[config.mk]
export PLATFORM = sky130hd
export DESIGN_NAME = arb8_rr_ctrl_flat
export DESIGN_NICKNAME = d
export VERILOG_FILES = /design/src/rtl/arb8_rr_ctrl_if.sv /design/src/rtl/arb8_rr_ctrl.sv /design/src/flat_wrapper.sv
export SDC_FILE = /design/constraint.sdc
export NUM_CORES = 1
export LEC_CHECK = 0
export ABC_AREA = 1
export CORE_MARGIN = 10
export CORE_UTILIZATION = 56
export CTS_BUF_LIST = sky130_fd_sc_hd__clkbuf_2 sky130_fd_sc_hd__clkbuf_4 sky130_fd_sc_hd__clkbuf_8
export CTS_CLUSTER_SIZE = 30
export DETAILED_ROUTE_END_ITERATION = 12
export GPL_ROUTABILITY_DRIVEN = 0
export GPL_TIMING_DRIVEN = 0
export HOLD_SLACK_MARGIN = 0.02
export PLACE_DENSITY = 0.83
export SLEW_MARGIN = 20
export SYNTH_ARGS = -nofsm -noshare
export SYNTH_HDL_FRONTEND = slang
export SYNTH_SLANG_ARGS = --single-unit
[constraint.sdc]
create_clock -name clk -period 3.19 [get_ports clk]
set_clock_uncertainty 0.2 [all_clocks]
set_input_delay 0.957 -clock clk [delete_from_list [all_inputs] [get_ports clk]]
set_output_delay 0.957 -clock clk [all_outputs]
set_load 0.05 [all_outputs]
[src/rtl/arb8_rr_ctrl_if.sv]
// Request/grant bundle between eight requesters and the round-robin arbiter.
// The master side drives requests and enable; the slave side returns the grant.
interface arb8_rr_ctrl_if;
  logic       en;
  logic [7:0] req;
  logic [7:0] gnt;
  logic [2:0] gnt_id;
  logic       gnt_valid;
  logic       timeout;

  modport master (
    output en,
    output req,
    input  gnt,
    input  gnt_id,
    input  gnt_valid,
    input  timeout
  );

  modport slave (
    input  en,
    input  req,
    output gnt,
    output gnt_id,
    output gnt_valid,
    output timeout
  );
endinterface

[src/rtl/arb8_rr_ctrl.sv]
// Round-robin arbiter for eight requesters with bounded hold time.
// Drives both the encoded winner index and its one-hot decode.
module arb8_rr_ctrl #(
  parameter int unsigned HOLD_MAX = 16
) (
  input  logic           clk,
  input  logic           rst,
  arb8_rr_ctrl_if.slave  bus
);

  typedef enum logic {
    IDLE = 1'b0,
    BUSY = 1'b1
  } state_e;

  localparam logic [7:0] HOLD_MAX_C = 8'(HOLD_MAX);

  state_e     state_q, state_d;
  logic [2:0] ptr_q, ptr_d;
  logic [2:0] gnt_id_q, gnt_id_d;
  logic [7:0] hold_cnt_q, hold_cnt_d;
  logic       timeout_q, timeout_d;

  logic [7:0] rot_req;
  logic [2:0] pick_off;
  logic [2:0] pick_idx;
  logic       pick_found;

  // Rotate so that bit 0 is the ptr requester, then take the lowest set bit.
  always_comb begin
    rot_req    = 8'({bus.req, bus.req} >> ptr_q);
    pick_off   = 3'd0;
    pick_found = |bus.req;
    for (int i = 7; i >= 0; i--) begin
      if (rot_req[i]) begin
        pick_off = 3'(i);
      end
    end
    pick_idx = ptr_q + pick_off;
  end

  always_comb begin
    state_d    = state_q;
    ptr_d      = ptr_q;
    gnt_id_d   = gnt_id_q;
    hold_cnt_d = hold_cnt_q;
    timeout_d  = 1'b0;
    case (state_q)
      IDLE: begin
        if (bus.en && pick_found) begin
          gnt_id_d   = pick_idx;
          hold_cnt_d = 8'd1;
          state_d    = BUSY;
        end
      end
      BUSY: begin
        // Voluntary release wins over the hold limit on the same edge.
        if (!bus.req[gnt_id_q]) begin
          state_d = IDLE;
          ptr_d   = gnt_id_q + 3'd1;
        end else if (hold_cnt_q == HOLD_MAX_C) begin
          state_d   = IDLE;
          ptr_d     = gnt_id_q + 3'd1;
          timeout_d = 1'b1;
        end else begin
          hold_cnt_d = hold_cnt_q + 8'd1;
        end
      end
      default: begin
        state_d = IDLE;
      end
    endcase
  end

  always_ff @(posedge clk or posedge rst) begin
    if (rst) begin
      state_q    <= IDLE;
      ptr_q      <= 3'd0;
      gnt_id_q   <= 3'd0;
      hold_cnt_q <= 8'd0;
      timeout_q  <= 1'b0;
    end else begin
      state_q    <= state_d;
      ptr_q      <= ptr_d;
      gnt_id_q   <= gnt_id_d;
      hold_cnt_q <= hold_cnt_d;
      timeout_q  <= timeout_d;
    end
  end

  assign bus.gnt_valid = (state_q == BUSY);
  assign bus.gnt_id    = gnt_id_q;
  assign bus.timeout   = timeout_q;
  assign bus.gnt       = (state_q == BUSY) ? (8'd1 << gnt_id_q) : 8'd0;

endmodule

[src/flat_wrapper.sv]
// flat-port wrapper written by rule: the top's interface ports become plain ports
module arb8_rr_ctrl_flat 
#(
  parameter int unsigned HOLD_MAX = 16
)
  (clk, rst, bus_en, bus_req, bus_gnt, bus_gnt_id, bus_gnt_valid, bus_timeout);
  arb8_rr_ctrl_if bus_i ();
  input  logic clk;
  input  logic rst;
  input wire logic [$bits(bus_i.en)-1:0] bus_en;
  input wire logic [$bits(bus_i.req)-1:0] bus_req;
  output wire logic [$bits(bus_i.gnt)-1:0] bus_gnt;
  output wire logic [$bits(bus_i.gnt_id)-1:0] bus_gnt_id;
  output wire logic [$bits(bus_i.gnt_valid)-1:0] bus_gnt_valid;
  output wire logic [$bits(bus_i.timeout)-1:0] bus_timeout;
  assign bus_i.en = bus_en;
  assign bus_i.req = bus_req;
  assign bus_gnt = bus_i.gnt;
  assign bus_gnt_id = bus_i.gnt_id;
  assign bus_gnt_valid = bus_i.gnt_valid;
  assign bus_timeout = bus_i.timeout;
  arb8_rr_ctrl #(.HOLD_MAX(HOLD_MAX)) u_core (.clk(clk), .rst(rst), .bus(bus_i));
endmodule
==> flow_summary.ini <==
[outcome]
outcome = completed

[floorplanning]
num_rows = 18
dieHeight_um = 72.2
dieWidth_um = 72.2
io_pins = 24
core_sq_mm = 0.00254
design.die.area_sq_mm = 0.00521
start_util_pct = 59.9

[placement]
port-buffer-count = 23
dpl_worst_slack_ns = -0.401
dp.final_hpwl_um = 2880

[hold_path]
hold_path_class = reg -> reg

[sta]
setup_violations = 0
report.final.hold_viol_count = 0
tns_ns = 0
finalCritPeriodShare_pct = 95.4
fmax_ghz = 0.329
layout_min_cycle_time_ns = 3.04
setup_ws_ns = 0.147
slew_headroom_pct = 58.7
rsz0062_at_grt = true
worstMarginPinSlew_ns = 0.618
finalMaxSlewViolations = 0

[detailed_routing]
num_vias = 1537
first_pass_iters = 4
drc = 0
drtAntennaViolNets = 0
vias_per_cell = 5.34
drtIter0Drc = 141
routed_wl_um = 3680
wl_per_cell_um = 12.8

[setup_path]
arrival_ns = 3.05
worst_ep_required_time_ns = 3.19
cp_max_fo = 4
crit_path_end_kind = flop
critPathLaunchType = primary input
crit_type = in -> reg

[clock_tree]
root_buffer = clkbuf_4
clock_sinks = 16
htreeDepth = 1
clockBufferDepth = 2
cts_tree = yes
hold_buffers = 0
clk_pin_slew_ns = 0.10
cts_buffers = 3
clock_latency_ns = 0.30

[logic_synthesis]
synth_edf_count = 0
postSynthCellCount = 230
ys.flop_type = dfrtp_1
syn_nets = 251
ys_ff_latch = 16
yosysWarnings = 0
async_flop_share_pct = 100
netlist_area_sq_mm = 0.00152
syn_area_per_cell_sq_um = 6.63
ys_seq_area_share_pct = 26.3
synth.distinct_cells = 32

[grt]
grt_pass1_wl_um = 6480
overflow = 0
antenna_found_initial = 0
track_usage_pct = 14.6
use_met3_pct = 2.04
grt_use_met2_pct = 25.8
grt_busiest_layer = met2
grt_pass1_vias = 1430
met1_usage_pct = 18.1
grt_max_degree = 17

[job]
cap_viol_max_count = 0

[pwr]
p_per_area_mw_per_mm2 = 989
vdd_drop_max_mv = 0.720
p_leak_nw = 1.00

[final_layout]
multi_input_area_sq_um = 985
num_antenna_cells = 0
syn2layout_area_growth_pct = 20.9
register_area_sq_um = 400
fin_nets = 280
num-fill-cells = 218
drive_above_1_share_pct = 13.6
synth_stat cells, types with 2 or more instances:
library cell  instances  area share, %
inv_1                25            6.2
nor2_1               22            5.4
o21ai_1               2           0.66
nand2_1              76             19
nand3_1              32             11
nor2_2                3            1.2
o21ai_2               4            2.3
ha_1                  9            7.4
inv_2                 3           0.74
a21oi_1               4            1.3
nor3_1                2           0.66
buf_4                 2           0.98
o21ai_0               6            2.0
dfrtp_1              16             26
o211ai_2              2            1.6
xor2_1                5            2.9
nand4_1               2           0.82
timing repair:
item                       in CTS  in global routing
resized for setup              16                 10
setup buffers                   0                  1
pin swaps                       0                  4
setup endpoints to repair       8                  2
cloned                          0                  0
metrics by stage:
stage | instances | util (%) | area, sq um | power (mW) | hold slack [ns]
after floorplan | 230 | - | 1520 | 1.35 | 0.316
after global placement | 283 | 70.4 | 1790 | 1.65 | 0.342
after detailed placement | 283 | 70.4 | 1790 | 1.67 | 0.360
after CTS | 287 | 71.2 | 1810 | 1.80 | 0.384
after global routing | 288 | 72.4 | 1840 | 2.02 | 0.417
final | 288 | 72.4 | 1840 | 1.82 | 0.381
state kept, by name, indices dropped and copies added, names as in the netlist:
register,flops
u_core.hold_cnt_q,8
u_core.bus.gnt_id,3
u_core.ptr_q,3
u_core.bus.gnt_valid,1
u_core.bus.timeout,1
placed cells by master, fill, tap and decap left out, drive strengths merged, types with 2 or more instances in the layout:
master and count:
a21oi 4, buf 6, clkbuf 4, clkdlybuf4s15 4
clkdlybuf4s50 7, dfrtp 16, dlygate4sd2 11, ha 9
inv 29, nand2 78, nand3 33, nand4 3
nor2 25, nor3 3, o211ai 2, o21ai 12
xor2 5
where the power goes:
part	leakage, nW	internal, mW	total (mW)	switching (mW)
registers	0.206	0.266	0.351	0.0854
logic	0.776	0.457	1.33	0.875
clock network	0.0210	0.0697	0.139	0.0691
total	1.00	0.792	1.82	1.03
path summary, 6_finish.rpt:
path,from,end,slack [ns],cells past startpoint
hold / removal,u_core.hold_cnt_q[0]$_DFFE_PP0P_,u_core.hold_cnt_q[0]$_DFFE_PP0P_,0.38,2
hold reg to reg,u_core.hold_cnt_q[0]$_DFFE_PP0P_,u_core.hold_cnt_q[0]$_DFFE_PP0P_,0.38,2
setup reg to reg,u_core.ptr_q[0]$_DFFE_PP0P_,u_core.bus.gnt_id[2]$_DFFE_PP0P_,0.48,20
min in group asynchronous,rst,u_core.ptr_q[2]$_DFFE_PP0P_,0.82,2
setup / recovery,bus_req[3],u_core.bus.gnt_id[2]$_DFFE_PP0P_,0.15,19
max in group asynchronous,rst,u_core.hold_cnt_q[2]$_DFFE_PP0P_,1.57,2
layout make-up:
| type | instances | share of cell area (%) |
|---|---|---|
| multi-input combinational | 180 | 53.4 |
| buffer | 5 | 2.51 |
| inverter | 29 | 6.04 |
| timing repair buffer | 24 | 12.3 |
| tap | 30 | 2.04 |
| clock buffer | 4 | 1.97 |
| sequential | 16 | 21.7 |
worst max-delay path: stages:
cell and delay, ns:
dlygate4sd2_1 0.29, nand2_2 0.10, buf_4 0.10, nand3_1 0.10
nand3_1 0.09, nand2_1 0.09, inv_1 0.06, nand2_1 0.04
nand2_1 0.05, nand2_1 0.06, a21oi_2 0.12, ha_1 0.15
inv_1 0.05, fa_1 0.36, xor2_1 0.16, inv_1 0.06
nand3_1 0.07, nand3_1 0.08, nand2_1 0.05
cell families after synthesis:
kind of cell | count (synthesis) | share of synthesized area [%]
simple gates | 144 | 42.5
buf+inv | 34 | 10.3
compound gates | 21 | 9.28
flops | 16 | 26.3
fa+ha+maj | 10 | 8.70
xor+xnor | 5 | 2.87
metal layers:
metal  wire length [um]  up-vias
li1                   -      791
met1               1670      705
met2               1780       38
met3                192        3
met4                 33        0
met5                  0        -
No activity file was read; power rests on OpenSTA's default activity.
